$ cat src/rtl/gpio_ser.sv
// gpio_ser -- LED / GPIO register block with a serial shifter that drives an
// external shift-register chain (clock, data, active-low clear, latch).
//
// Ports:
//   clk          single clock, all state changes on its rising edge
//   rst_n        asynchronous active-low reset
//   we           write strobe: loads counter_set, led_out, gpio_out from wdata
//   wdata[31:0]  [1:0] counter_set, [LED_W+1:2] LED, [LED_W+GPIO_W+1:LED_W+2] GPIO
//   start        request one serial transfer of the LED register
//   counter_set  registered counter-select field
//   led_out      LED register
//   gpio_out     GPIO register
//   ser_clk      shift clock to the external register (0 outside SHIFT)
//   ser_dout     shift data (0 outside SHIFT)
//   ser_clrn     active-low clear, low only in CLR
//   ser_pen      latch / output enable, low in CLR and SHIFT; its rise latches
//   busy         transfer in progress (CLR, SHIFT, LATCH)
//
// Build option: define GPIO_SER_AUTOREFRESH_EN to make any write that changes
// the LED field behave as a start request on the same edge.
//
// All outputs come straight from flops, so ser_clk cannot glitch on state
// decode; each output register is loaded from the *next* state/datapath.

module gpio_ser #(
  parameter int          LED_W    = 16,
  parameter int          GPIO_W   = 14,
  parameter logic [15:0] LED_INIT = 16'h2A2A,
  parameter int          DIV      = 1,
  parameter int          DIR      = 0,
  parameter int          INV      = 1
) (
  input  logic              clk,
  input  logic              rst_n,
  input  logic              we,
  input  logic [31:0]       wdata,
  input  logic              start,
  output logic [1:0]        counter_set,
  output logic [LED_W-1:0]  led_out,
  output logic [GPIO_W-1:0] gpio_out,
  output logic              ser_clk,
  output logic              ser_dout,
  output logic              ser_clrn,
  output logic              ser_pen,
  output logic              busy
);

  typedef enum logic [1:0] {
    IDLE  = 2'd0,
    CLR   = 2'd1,
    SHIFT = 2'd2,
    LATCH = 2'd3
  } state_t;

  localparam int DIV_CW = (DIV > 1) ? $clog2(DIV) : 1;
  localparam int BIT_CW = $clog2(LED_W);
  localparam logic [DIV_CW-1:0] DIV_LAST = DIV_CW'(DIV - 1);
  localparam logic [BIT_CW-1:0] BIT_LAST = BIT_CW'(LED_W - 1);

  state_t state_reg, state_next;

  logic               pending_reg, pending_next;
  logic [1:0]         cs_reg, cs_next;
  logic [LED_W-1:0]   led_reg, led_next;
  logic [GPIO_W-1:0]  gpio_reg, gpio_next;
  logic [LED_W-1:0]   shift_reg, shift_next;
  logic [DIV_CW-1:0]  div_cnt_reg, div_cnt_next;
  logic               phase_reg, phase_next;
  logic [BIT_CW-1:0]  bit_cnt_reg, bit_cnt_next;

  logic busy_reg, busy_next;
  logic ser_clk_reg, ser_clk_next;
  logic ser_dout_reg, ser_dout_next;
  logic ser_clrn_reg, ser_clrn_next;
  logic ser_pen_reg, ser_pen_next;

  logic [LED_W-1:0]  wr_led;
  logic [GPIO_W-1:0] wr_gpio;
  logic              trig;
  logic              half_end;
  logic              bit_end;
  logic              last_bit;
  logic [LED_W-1:0]  led_ordered;
  logic [LED_W-1:0]  snapshot;

  assign wr_led  = wdata[LED_W+1:2];
  assign wr_gpio = wdata[LED_W+GPIO_W+1:LED_W+2];

  generate
    if (LED_W + GPIO_W + 2 < 32) begin : g_unused
      logic unused_wdata_hi;
      assign unused_wdata_hi = ^wdata[31:LED_W+GPIO_W+2];
    end
  endgenerate

`ifdef GPIO_SER_AUTOREFRESH_EN
  // A write that changes the LED field is treated exactly like start.
  assign trig = start | (we & (wr_led != led_reg));
`else
  assign trig = start;
`endif

  // The shifter always emits its MSB, so bit order is settled once at load
  // time by optionally reversing the LED register.
  genvar gi;
  generate
    for (gi = 0; gi < LED_W; gi++) begin : g_order
      if (DIR != 0) begin : g_lsb_first
        assign led_ordered[gi] = led_reg[LED_W-1-gi];
      end else begin : g_msb_first
        assign led_ordered[gi] = led_reg[gi];
      end
    end
  endgenerate

  assign snapshot = (INV != 0) ? ~led_ordered : led_ordered;

  assign half_end = (div_cnt_reg == DIV_LAST);
  assign bit_end  = half_end & phase_reg;
  assign last_bit = (bit_cnt_reg == BIT_LAST);

  // ---------------------------------------------------------------- state reg
  always_ff @(posedge clk or negedge rst_n) begin
    if (!rst_n) begin
      state_reg <= IDLE;
    end else begin
      state_reg <= state_next;
    end
  end

  // --------------------------------------------------------------- next state
  always_comb begin
    state_next = state_reg;
    case (state_reg)
      IDLE:    if (trig || pending_reg) state_next = CLR;
      CLR:     state_next = SHIFT;
      SHIFT:   if (bit_end && last_bit) state_next = LATCH;
      LATCH:   state_next = IDLE;
      default: state_next = IDLE;
    endcase
  end

  // ---------------------------------------------------------- datapath next
  always_comb begin
    cs_next      = we ? wdata[1:0] : cs_reg;
    led_next     = we ? wr_led     : led_reg;
    gpio_next    = we ? wr_gpio    : gpio_reg;

    // Requests during a transfer coalesce into one flag; entering CLR
    // consumes it.
    pending_next = pending_reg;
    if (state_reg == IDLE) begin
      if (state_next == CLR) pending_next = 1'b0;
    end else if (trig) begin
      pending_next = 1'b1;
    end

    shift_next   = shift_reg;
    div_cnt_next = div_cnt_reg;
    phase_next   = phase_reg;
    bit_cnt_next = bit_cnt_reg;
    case (state_reg)
      CLR: begin
        // Snapshot uses the register value, so a write on the start edge is
        // included while writes from here on are not.
        shift_next   = snapshot;
        div_cnt_next = '0;
        phase_next   = 1'b0;
        bit_cnt_next = '0;
      end
      SHIFT: begin
        if (half_end) begin
          div_cnt_next = '0;
          phase_next   = ~phase_reg;
          if (phase_reg) begin
            shift_next   = shift_reg << 1;
            bit_cnt_next = bit_cnt_reg + 1'b1;
          end
        end else begin
          div_cnt_next = div_cnt_reg + 1'b1;
        end
      end
      default: ;
    endcase
  end

  // ------------------------------------------------------------ outputs next
  always_comb begin
    busy_next     = (state_next != IDLE);
    ser_clrn_next = (state_next != CLR);
    ser_pen_next  = !((state_next == CLR) || (state_next == SHIFT));
    ser_clk_next  = (state_next == SHIFT) && phase_next;
    ser_dout_next = (state_next == SHIFT) && shift_next[LED_W-1];
  end

  // ----------------------------------------------------- datapath/output regs
  always_ff @(posedge clk or negedge rst_n) begin
    if (!rst_n) begin
      pending_reg  <= 1'b0;
      cs_reg       <= 2'b00;
      led_reg      <= LED_INIT[LED_W-1:0];
      gpio_reg     <= '0;
      shift_reg    <= '0;
      div_cnt_reg  <= '0;
      phase_reg    <= 1'b0;
      bit_cnt_reg  <= '0;
      busy_reg     <= 1'b0;
      ser_clk_reg  <= 1'b0;
      ser_dout_reg <= 1'b0;
      ser_clrn_reg <= 1'b1;
      ser_pen_reg  <= 1'b1;
    end else begin
      pending_reg  <= pending_next;
      cs_reg       <= cs_next;
      led_reg      <= led_next;
      gpio_reg     <= gpio_next;
      shift_reg    <= shift_next;
      div_cnt_reg  <= div_cnt_next;
      phase_reg    <= phase_next;
      bit_cnt_reg  <= bit_cnt_next;
      busy_reg     <= busy_next;
      ser_clk_reg  <= ser_clk_next;
      ser_dout_reg <= ser_dout_next;
      ser_clrn_reg <= ser_clrn_next;
      ser_pen_reg  <= ser_pen_next;
    end
  end

  assign counter_set = cs_reg;
  assign led_out     = led_reg;
  assign gpio_out    = gpio_reg;
  assign busy        = busy_reg;
  assign ser_clk     = ser_clk_reg;
  assign ser_dout    = ser_dout_reg;
  assign ser_clrn    = ser_clrn_reg;
  assign ser_pen     = ser_pen_reg;

endmodule

$ cat config.mk
export PLATFORM = sky130hd
export DESIGN_NAME = gpio_ser
export DESIGN_NICKNAME = d
export VERILOG_FILES = /design/src/rtl/gpio_ser.sv
export SDC_FILE = /design/constraint.sdc
export NUM_CORES = 1
export LEC_CHECK = 0
export CELL_PAD_IN_SITES_DETAIL_PLACEMENT = 1
export CELL_PAD_IN_SITES_GLOBAL_PLACEMENT = 2
export CORE_MARGIN = 5
export CORE_UTILIZATION = 31
export DETAILED_ROUTE_END_ITERATION = 16
export GPL_ROUTABILITY_DRIVEN = 0
export PLACE_DENSITY_LB_ADDON = 0.25
export SYNTH_ARGS = -nofsm -noshare
export SYNTH_HDL_FRONTEND = slang
export SYNTH_SLANG_ARGS = --single-unit
$ cat constraint.sdc
create_clock -name clk -period 2.2 [get_ports clk]
set_input_delay 0.44 -clock clk [delete_from_list [all_inputs] [get_ports clk]]
set_output_delay 0.44 -clock clk [all_outputs]
set_load 0.01 [all_outputs]
==> summary.md, run 1 <==
| Metric | Value |
|---|---|
| Run status | `complete, no violations` |
| Share of post-route cells with drive strength above 1 | `0.217` |
| Most instantiated cells after synthesis | `dfrtp_1, mux2_2, o21ai_0, inv_1, nand2_1` |
| Resize count post-CTS | `0` |
| Total global routing overflow | `0` |
| Post-Route WL | `6.10 mm` |
| Num rows | `33` |
| CP Class | `reg2reg` |
| CP required | `2420 ps` |
| CTS max path bufs | `2` |
| Worst r2r path cells | `5` |
| Syn nets | `254` |
| Antenna Violating Nets Remaining | `0` |
| CTS sink count | `61` |
| Hold WC Path Type | `in2async` |
| Core ar. | `8260 um^2` |
| Data arrival time of the worst path | `2150 ps` |
| Asr flop ratio synth | `1.00` |
| CTS tree | `done` |
| Layout Skew | `5.82 ps` |
| Initial antenna violation count | `0` |
| Hold Vio Cnt, Final | `0` |
| TritonRoute pass-1 iters | `4` |
| Tmin final | `1930 ps` |
| Final instance area | `3610 um^2` |
| Worst hold slack | `99.0 ps` |
| Setup bufs post-CTS | `0` |
| Area grow syn2layout | `36.7%` |
| Worst Setup Start Kind | `flop` |
| Critical-path top delay cell | `dfrtp_1` |
| Initial DRC Count | `38` |
| Leakage | `1.61 nW` |
| Seq cells post-synth | `61` |
| VDD IR max | `0.000288 V` |
| Power Dens Cells | `711 nW/um^2` |
| Vias after detailed routing | `1804` |
| Ys flop type | `dfrtp_1` |
| Skew-Pair Late Insertion Delay | `330 ps` |
| Unrepaired setup endpoints after global routing | `false` |
| Worst-path cell chain | `inv_1, ha_1, nor2b_4, nand2b_4, mux2_2` |
| Worst-Margin Slew | `602 ps` |
| Vias/cell | `4.57` |
| CP max FO | `16` |
| Quantity of I/O buffers inserted on ports | `72` |
| Initial Utilization | `0.320` |
| Slew headroom | `0.599` |
| Final setup fails | `0` |
| DR WL/cell | `15.4 um` |
| CTS buffer count | `9` |
| Synth area leaders | `dfrtp_1, mux2_2, dfstp_2, a22o_1, o21ai_0` |
| Largest net degree at the start of global routing | `62` |
| Post-synth top area cell | `dfrtp_1` |
| Final HPWL DP | `4.19 mm` |
| R2R Path Start | `state_reg[0]$_DFF_PN0_` |
| Worst path max stage delay | `400 ps` |
| Root buffer cell | `clkbuf_8` |
| Post-synth EDFFs | `0` |
| # hold bufs at CTS | `0` |
| Critical Path Sink | `shift_reg[5]$_DFFE_PN0P_` |
| Fmax | `518 MHz` |
| First-pass GRT wire length | `10.1 mm` |
| Post-Syn Area | `2640 um^2` |
| Placed cell areas | `3420 um^2` |
| All-layer global routing usage | `0.126` |
| Die area | `10500 um^2` |
| Die Ht | `102 um` |
| Fin. max-slew vios | `0` |
| Max-capacitance violation count | `0` |
| Residual DRC count | `0` |
| Crit end category | `flop` |
| Sequential-to-total area share from yosys stat | `0.582` |
| FF-to-FF End | `shift_reg[5]$_DFFE_PN0P_` |
| Count leader, synth | `dfrtp_1` |
| Synth unique cells | `31` |
| Vias in the first global route | `1978` |
| Area share of the largest cell type after synthesis | `0.502` |
| Avg Cell Area, Syn | `12.4 um^2` |
| Clock transition at path regs | `70 ps` |
| Final nets | `326` |
| Ys Warns | `0` |
| Die width | `102 um` |
| CP Launch Point | `state_reg[0]$_DFF_PN0_` |
| R2R Setup Slk | `270 ps` |
| Final setup TNS | `0 ps` |
| Antenna cells | `0` |
| Final worst-path cycle share | `0.878` |
| Post-Syn Instances | `213` |
| FILL cells | `891` |
| IO Pins | `73` |
| H-Tree Depth | `3` |
==> cells in the final DEF (no fill, tap or decap), types with 3 or more instances in the layout <==
master | Yosys | final
clkdlybuf4s50_1 | 0 | 70
dfrtp_1 | 53 | 53
mux2_2 | 32 | 32
o21ai_0 | 22 | 22
inv_1 | 19 | 19
nand2_1 | 19 | 19
a22o_1 | 16 | 16
clkbuf_8 | 0 | 9
dfstp_2 | 8 | 8
ha_1 | 5 | 5
nand2b_1 | 3 | 3
==> per-stage QoR <==
step / setup slack, ps / cells / util / total power, W
4_1_cts: 273 / 395 / 0.437 / 0.00262
3_5_place_dp: 280 / 379 / 0.414 / 0.00162
6_report: 268 / 395 / 0.437 / 0.00257
3_3_place_gp: 333 / 379 / 0.414 / 0.00161
5_1_grt: 137 / 395 / 0.437 / 0.00269
2_1_floorplan: 526 / 213 / - / 0.00138
==> critical path, delay by kind of cell, from the launching register on <==
kind,cells,cell delay [ps]
adder cells (fa/ha/maj),1,380
buffers and inverters,1,130
flip-flops,1,400
multiplexers,1,370
AND/OR/NAND/NOR,2,530
==> logic make-up (layout without fill, tap and decap cells) <==
kind of cell	Yosys count	in the layout	synth area share
flops	61	61	0.582
fa+ha+maj	5	5	0.0237
xor+xnor	1	1	0.00332
buf+inv	33	110	0.0649
mux	34	34	0.144
simple gates	34	34	0.0687
compound gates	45	45	0.113
==> area by class of cell <==
type / instances / area [um^2] / area share
Sequential cell: 61 / 1540 / 0.426
Multi-Input combinational cell: 119 / 932 / 0.258
Timing Repair Buffer: 75 / 746 / 0.207
Tap cell: 105 / 131 / 0.0364
Clock buffer: 10 / 128 / 0.0354
Inverter: 19 / 71.3 / 0.0198
Clock inverter: 6 / 63.8 / 0.0177
==> worst min-delay path by stage <==
stage                from                    endpoint  slack (ps)  cells after the start
floorplan           rst_n  bit_cnt_reg[0]$_DFFE_PN0P_         140                      0
global placement    rst_n     pending_reg$_DFFE_PN0P_         480                      2
detailed placement  rst_n     pending_reg$_DFFE_PN0P_         480                      2
CTS                 rst_n     pending_reg$_DFFE_PN0P_         100                      2
global route        rst_n     gpio_out[0]$_DFFE_PN0P_         120                      2
finish              rst_n     gpio_out[0]$_DFFE_PN0P_         100                      2
==> where the power goes <==
part | switching [W] | total [W] | internal (W)
sequential | 0.0000373 | 0.00124 | 0.00120
clock | 0.000455 | 0.000976 | 0.000521
combinational | 0.000135 | 0.000349 | 0.000214
==> routing by layer <==
layer / vias up / share of wire / global-route usage
met4: 0 / 0.016 / 0.0636
met1: 895 / 0.44 / 0.155
met2: 30 / 0.51 / 0.209
li1: 871 / - / -
met3: 8 / 0.038 / 0.0273
met5: - / 0 / 0
Power figures use the tool's default switching activity.
==> run 2, diff against run 1 <==
--- a/config.mk
+++ b/config.mk
@@ -5,10 +5,9 @@
 export SDC_FILE = /design/constraint.sdc
 export NUM_CORES = 1
 export LEC_CHECK = 0
-export CELL_PAD_IN_SITES_DETAIL_PLACEMENT = 1
-export CELL_PAD_IN_SITES_GLOBAL_PLACEMENT = 2
-export CORE_MARGIN = 5
-export CORE_UTILIZATION = 31
+export CELL_PAD_IN_SITES_DETAIL_PLACEMENT = 0
+export CELL_PAD_IN_SITES_GLOBAL_PLACEMENT = 1
+export CORE_UTILIZATION = 37
 export DETAILED_ROUTE_END_ITERATION = 16
 export GPL_ROUTABILITY_DRIVEN = 0
 export PLACE_DENSITY_LB_ADDON = 0.25
==> run 2 against run 1 <==
Maximum frequency increased by 4.2%. Flip-flop and latch count unchanged. First-iteration DRC count increased by 71%. Count of clock-buffer cells in the layout increased by 1.
==> summary.md, run 2 (same netlist as run 1, synthesis figures left out) <==
| Metric | Value |
|---|---|
| Post-Route WL | `5.17 mm (was 6.10 mm)` |
| Die area | `7480 um^2 (was 10500 um^2)` |
| Layout Skew | `8.99 ps (was 5.82 ps)` |
| Worst-path cell chain | `clkdlybuf4s50_1 (was inv_1, ha_1, nor2b_4, nand2b_4, mux2_2)` |
| Max-capacitance violation count | `0 (unchanged)` |
| Final setup TNS | `0 ps (unchanged)` |
| CTS sink count | `61 (unchanged)` |
| Core ar. | `6830 um^2 (was 8260 um^2)` |
| Most common cell after layout, fill and taps aside | `clkdlybuf4s50_1 (unchanged)` |
| Sw frac | `0.247 (was 0.244)` |
| Worst path buffer plus inverter count | `1 (unchanged)` |
| Antenna Violating Nets Remaining | `0 (unchanged)` |
| Unrepaired setup endpoints after global routing | `false (unchanged)` |
| Num rows | `30 (was 33)` |
| Worst hold slack | `113 ps (was 99.0 ps)` |
| Pint | `0.00185 W (was 0.00194 W)` |
| Slew headroom | `0.584 (was 0.599)` |
| Initial DRC Count | `65 (was 38)` |
| DR WL/cell | `13.4 um (was 15.4 um)` |
| Total global routing overflow | `0 (unchanged)` |
| Final nets | `327 (was 326)` |
| Setup bufs post-CTS | `0 (unchanged)` |
| Worst-Margin Slew | `624 ps (was 602 ps)` |
| Worst Setup Start Kind | `flop (unchanged)` |
| Initial antenna violation count | `0 (unchanged)` |
| Commonest cells after routing, fill and taps aside | `clkdlybuf4s50_1, dfrtp_1, mux2_2 (unchanged)` |
| Vias in the first global route | `1770 (was 1978)` |
| Run status | `complete, no violations (unchanged)` |
| Fin util | `0.524 (was 0.437)` |
| Area grow syn2layout | `35.7% (was 36.7%)` |
| R2R Setup Slk | `460 ps (was 270 ps)` |
| Quantity of I/O buffers inserted on ports | `72 (unchanged)` |
| # hold bufs at CTS | `0 (unchanged)` |
| Resize count post-CTS | `0 (unchanged)` |
| Clock power frac | `0.355 (was 0.380)` |
| CP Class | `reg2out (was reg2reg)` |
| Data arrival time of the worst path | `1410 ps (was 2150 ps)` |
| CTS max path bufs | `2 (unchanged)` |
| Vias/cell | `4.69 (was 4.57)` |
| Residual DRC count | `0 (unchanged)` |
| Top delay family on crit path | `buffers and inverters (was simple AND/OR/NAND/NOR gates)` |
| Hold Vio Cnt, Final | `0 (unchanged)` |
| CTS buffer count | `9 (unchanged)` |
| Final instance area | `3580 um^2 (was 3610 um^2)` |
| Tmin final | `1850 ps (was 1930 ps)` |
| Sw Pwr | `0.000607 W (was 0.000627 W)` |
| All-layer global routing usage | `0.155 (was 0.126)` |
| Power Dens Cells | `686 nW/um^2 (was 711 nW/um^2)` |
| CP max FO | `2 (was 16)` |
| Final setup fails | `0 (unchanged)` |
| First-pass GRT wire length | `8.67 mm (was 10.1 mm)` |
| Crit end category | `primary output (was flop)` |
| Antenna cells | `0 (unchanged)` |
| Die Ht | `86.5 um (was 102 um)` |
| Largest net degree at the start of global routing | `62 (unchanged)` |
| Sequential share of power | `0.505 (was 0.484)` |
| Worst path max stage delay | `550 ps (was 400 ps)` |
| Part of the power in combinational logic | `0.140 (was 0.136)` |
| Vias after detailed routing | `1816 (was 1804)` |
| Critical-path top delay cell | `clkdlybuf4s50_1 (was dfrtp_1)` |
| Leakage | `1.61 nW (about the same)` |
| Die width | `86.5 um (was 102 um)` |
| Share of post-route cells with drive strength above 1 | `0.220 (was 0.217)` |
| Final worst-path cycle share | `0.843 (was 0.878)` |
| Placed cell areas | `3410 um^2 (was 3420 um^2)` |
| Root buffer cell | `clkbuf_8 (unchanged)` |
| Initial Utilization | `0.386 (was 0.320)` |
| H-Tree Depth | `3 (unchanged)` |
| VDD IR max | `0.000313 V (was 0.000288 V)` |
| Fin. max-slew vios | `0 (unchanged)` |
| Fmax | `539 MHz (was 518 MHz)` |
| CTS tree | `done (unchanged)` |
| TritonRoute pass-1 iters | `4 (unchanged)` |
| Skew-Pair Late Insertion Delay | `340 ps (was 330 ps)` |
| Hold WC Path Type | `in2async (unchanged)` |
| Clock transition at path regs | `70 ps (about the same)` |
| IO Pins | `73 (unchanged)` |
| CP required | `1760 ps (was 2420 ps)` |
| Final HPWL DP | `3.43 mm (was 4.19 mm)` |
[run 2: cell types whose count changed in the layout (fill, tap and decap cells not counted)]
| cell | delta |
|---|---|
| buf_4 | +1 |
| bufinv_16 | -1 |
| clkbuf_8 | +1 |
| clkinv_2 | +2 |
| clkinv_4 | -1 |
| clkinvlp_4 | -1 |
[run 2: layer usage]
layer / global-route usage / wire length, um
met2: 0.225 / 2240
met5: 0 / 0
met3: 0.0390 / 262
met4: 0.0909 / 106
met1: 0.210 / 2560
[run 2: final cells by class]
class,instances,area [um^2]
fillers,636,3250
well taps,96,120
clock inverters,5,27.5
inverters,19,71.3
repair buffers,76,753
multi-input cells,119,932
flip-flops and latches,61,1540
clock buffers,11,141
[run 2: path summary, 6_finish.rpt]
kind,start,to,cells past startpoint
max reg2reg,state_reg[0]$_DFF_PN0_,bit_cnt_reg[3]$_DFFE_PN0P_,5
max,led_out[1]$_DFFE_PN1P_,led_out[1],1
min,rst_n,gpio_out[11]$_DFFE_PN0P_,2
min in group clk,gpio_out[10]$_DFFE_PN0P_,gpio_out[10]$_DFFE_PN0P_,1
max in group asynchronous,rst_n,led_out[11]$_DFFE_PN1P_,2
min reg2reg,gpio_out[10]$_DFFE_PN0P_,gpio_out[10]$_DFFE_PN0P_,1
[run 2: power groups by stage]
stage | Combinational, W | Clock [W] | Sequential, W
floorplan | 0.0000960 | 0 | 0.00129
global placement | 0.000348 | 0 | 0.00126
detailed placement | 0.000351 | 0 | 0.00126
CTS | 0.000353 | 0.000897 | 0.00124
global route | 0.000376 | 0.000958 | 0.00125
finish | 0.000344 | 0.000872 | 0.00124
[run 2: metrics by stage]
step | setup WS (ps) | std cells | power [W]
6_report | 346 | 387 | 0.00246
5_1_grt | 257 | 387 | 0.00258
4_1_cts | 327 | 387 | 0.00249
3_5_place_dp | 489 | 371 | 0.00161
3_3_place_gp | 512 | 371 | 0.00161
2_1_floorplan | 526 | 213 | 0.00138
==> run 3, diff against run 2 <==
--- a/config.mk
+++ b/config.mk
@@ -7,7 +7,7 @@
 export LEC_CHECK = 0
 export CELL_PAD_IN_SITES_DETAIL_PLACEMENT = 0
 export CELL_PAD_IN_SITES_GLOBAL_PLACEMENT = 1
-export CORE_UTILIZATION = 37
+export CORE_UTILIZATION = 34
 export DETAILED_ROUTE_END_ITERATION = 16
 export GPL_ROUTABILITY_DRIVEN = 0
 export PLACE_DENSITY_LB_ADDON = 0.25
==> constraint.sdc (replaced) <==
create_clock -name clk -period 1.5 [get_ports clk]
set_input_delay 0.3 -clock clk [delete_from_list [all_inputs] [get_ports clk]]
set_output_delay 0.3 -clock clk [all_outputs]
set_load 0.01 [all_outputs]
==> run 3 against run 2 <==
The flow now finishes with violations (negative setup slack). Hold slack improved by 250 ps. Largest cell class unchanged. Final area increased by 8.6%. Cell count increased by 6.2%. Critical path type is now reg2reg. Combinational power increased by 37%. Sequential share of layout area decreased by 3.4 points. Count of clock-buffer cells in the layout unchanged. Flip-flop and latch count unchanged. Critical endpoint is now shift_reg[6]$_DFFE_PN0P_. Routed wire length increased by 12%.
==> summary.md, run 3 (same netlist as run 1, synthesis figures left out) <==
| Metric | Value |
|---|---|
| Run status | `finished, violations left (was complete, no violations)` |
| Failing checks | `negative setup slack` |
| Slew headroom | `0.801 (was 0.584)` |
| Tmin final | `1570 ps` |
| CP max FO | `8 (was 2)` |
| Antenna Violating Nets Remaining | `0 (unchanged)` |
| Hold WC Path Type | `in2reg (was in2async)` |
| WHS Endpoint | `led_out[11]$_DFFE_PN1P_` |
| Worst path buffer plus inverter count | `3 (was 1)` |
| CTS sink count | `61 (unchanged)` |
| Num rows | `31 (was 30)` |
| Die Ht | `90.1 um (was 86.5 um)` |
| Initial antenna violation count | `0 (unchanged)` |
| Core ar. | `7370 um^2 (was 6830 um^2)` |
| CP Launch Point | `state_reg[0]$_DFF_PN0_ (was led_out[1]$_DFFE_PN1P_)` |
| Worst r2r path cells | `6 (was 5)` |
| R2R Setup Slk | `-70 ps (was 460 ps)` |
| Root buffer cell | `clkbuf_8 (unchanged)` |
| Critical-path top delay cell | `dfrtp_1 (was clkdlybuf4s50_1)` |
| Worst-path cell chain | `inv_2, buf_12, ha_4, buf_12, nand2b_4, mux2_4 (was clkdlybuf4s50_1)` |
| Power Dens Cells | `922 nW/um^2 (was 686 nW/um^2)` |
| Hold Path Stages | `3` |
| Commonest cells after routing, fill and taps aside | `dfrtp_1, dlygate4sd2_1, clkdlybuf4s50_1 (was clkdlybuf4s50_1, dfrtp_1, mux2_2)` |
| CP required | `1720 ps (was 1760 ps)` |
| All-layer global routing usage | `0.156 (was 0.155)` |
| Post-Route WL | `5.80 mm (was 5.17 mm)` |
| Placed cell areas | `3590 um^2 (was 3410 um^2)` |
| Hold path start | `we` |
| Area grow syn2layout | `47.4% (was 35.7%)` |
| Residual DRC count | `0 (unchanged)` |
| Vias in the first global route | `1905 (was 1770)` |
| CTS max path bufs | `2 (unchanged)` |
| Initial Utilization | `0.358 (was 0.386)` |
| Data arrival time of the worst path | `1790 ps (was 1410 ps)` |
| Worst Setup Start Kind | `flop (unchanged)` |
| CTS tree | `done (unchanged)` |
| Most common cell after layout, fill and taps aside | `dfrtp_1 (was clkdlybuf4s50_1)` |
| Quantity of I/O buffers inserted on ports | `72 (unchanged)` |
| Die width | `90.1 um (was 86.5 um)` |
| Final worst slack | `-67.5 ps (was 346 ps)` |
| Worst path max stage delay | `390 ps (was 550 ps)` |
| Skew-Pair Late Insertion Delay | `340 ps (about the same)` |
| Share of post-route cells with drive strength above 1 | `0.301 (was 0.220)` |
| FF-to-FF End | `shift_reg[6]$_DFFE_PN0P_ (was bit_cnt_reg[3]$_DFFE_PN0P_)` |
| Largest net degree at the start of global routing | `36 (was 62)` |
| H-Tree Depth | `3 (unchanged)` |
| Layout Skew | `9.96 ps (was 8.99 ps)` |
| DR WL/cell | `14.1 um (was 13.4 um)` |
| Clock transition at path regs | `70 ps (about the same)` |
| Leakage | `1.81 nW (was 1.61 nW)` |
| Final nets | `348 (was 327)` |
| R2R Path Start | `state_reg[0]$_DFF_PN0_ (unchanged)` |
| Final HPWL DP | `3.89 mm (was 3.43 mm)` |
| CP Class | `reg2reg (was reg2out)` |
| FILL cells | `672 (was 636)` |
| Fin. max-slew vios | `0 (unchanged)` |
| Initial DRC Count | `116 (was 65)` |
| Worst-Margin Slew | `298 ps (was 624 ps)` |
| Final setup fails | `20 (was 0)` |
| Final instance area | `3890 um^2 (was 3580 um^2)` |
| Fmax | `638 MHz` |
| First-pass GRT wire length | `9.83 mm (was 8.67 mm)` |
| TritonRoute pass-1 iters | `4 (unchanged)` |
| Unrepaired setup endpoints after global routing | `true (was false)` |
| VDD IR max | `0.000612 V (was 0.000313 V)` |
| Final worst-path cycle share | `1.04` |
| Antenna cells | `0 (unchanged)` |
| Max-capacitance violation count | `0 (unchanged)` |
| Top delay family on crit path | `flip-flops (was buffers and inverters)` |
| Hold Vio Cnt, Final | `0 (unchanged)` |
| CTS buffer count | `9 (unchanged)` |
| Top cell by count, worst path | `buf_12` |
| Total global routing overflow | `0 (unchanged)` |
| Crit end category | `flop (was primary output)` |
| IO Pins | `73 (unchanged)` |
| Place WS | `-136 ps (was 489 ps)` |
| Vias/cell | `4.62 (was 4.69)` |
| Die area | `8120 um^2 (was 7480 um^2)` |
| Vias after detailed routing | `1897 (was 1816)` |
[run 3: metal layers]
metal	global-route usage	wire length (um)	up-vias
li1	-	-	929
met1	0.197	2640	927
met2	0.249	2860	35
met3	0.0516	231	6
met4	0.0605	77	0
met5	0	0	-
[run 3: report_power, final]
group	total (W)	switching [W]	leakage [nW]	internal [W]
Sequential	0.00182	0.0000517	0.703	0.00176
Clock	0.00130	0.000659	0.0815	0.000643
Combinational	0.000470	0.000194	1.03	0.000276
[run 3: worst register-to-register path, stage by stage (launching register included)]
cell and delay (ps):
dfrtp_1 390, inv_2 80, buf_12 130, ha_4 270, buf_12 130, nand2b_4 140
mux2_4 310
[run 3: timing repair]
item,in CTS,in global routing
resized for setup,51,15
hold buffers,1,0
setup endpoints to repair,56,25
hold endpoints to repair,8,0
cloned,2,0
pin swaps,3,5
setup buffers,4,1
[run 3: metrics by stage]
stage	hold WS, ps	instances	setup TNS [ps]	util	power (W)
2_1_floorplan	4.41	213	-939	-	0.00203
3_3_place_gp	202	387	-454	0.487	0.00237
5_1_grt	360	411	-1820	0.528	0.00379
3_5_place_dp	204	387	-967	0.487	0.00237
6_report	363	411	-919	0.528	0.00359
4_1_cts	356	410	-84.1	0.519	0.00364
[run 3: final cells by class]
| class | instances | area, um^2 | share of cell area |
|---|---|---|---|
| flip-flops and latches | 61 | 1540 | 0.395 |
| inverters | 19 | 75.1 | 0.0193 |
| clock inverters | 5 | 36.3 | 0.00932 |
| repair buffers | 95 | 923 | 0.237 |
| well taps | 99 | 124 | 0.0318 |
| multi-input cells | 121 | 1050 | 0.271 |
| clock buffers | 11 | 141 | 0.0363 |
[run 3: worst max path at each step]
stage	to	depth (start not counted)
2_1_floorplan	shift_reg[10]$_DFFE_PN0P_	8
3_3_place_gp	ser_dout$_DFF_PN0_	4
3_5_place_dp	ser_dout$_DFF_PN0_	4
4_1_cts	shift_reg[3]$_DFFE_PN0P_	5
5_1_grt	bit_cnt_reg[2]$_DFFE_PN0P_	6
6_report	shift_reg[6]$_DFFE_PN0P_	6
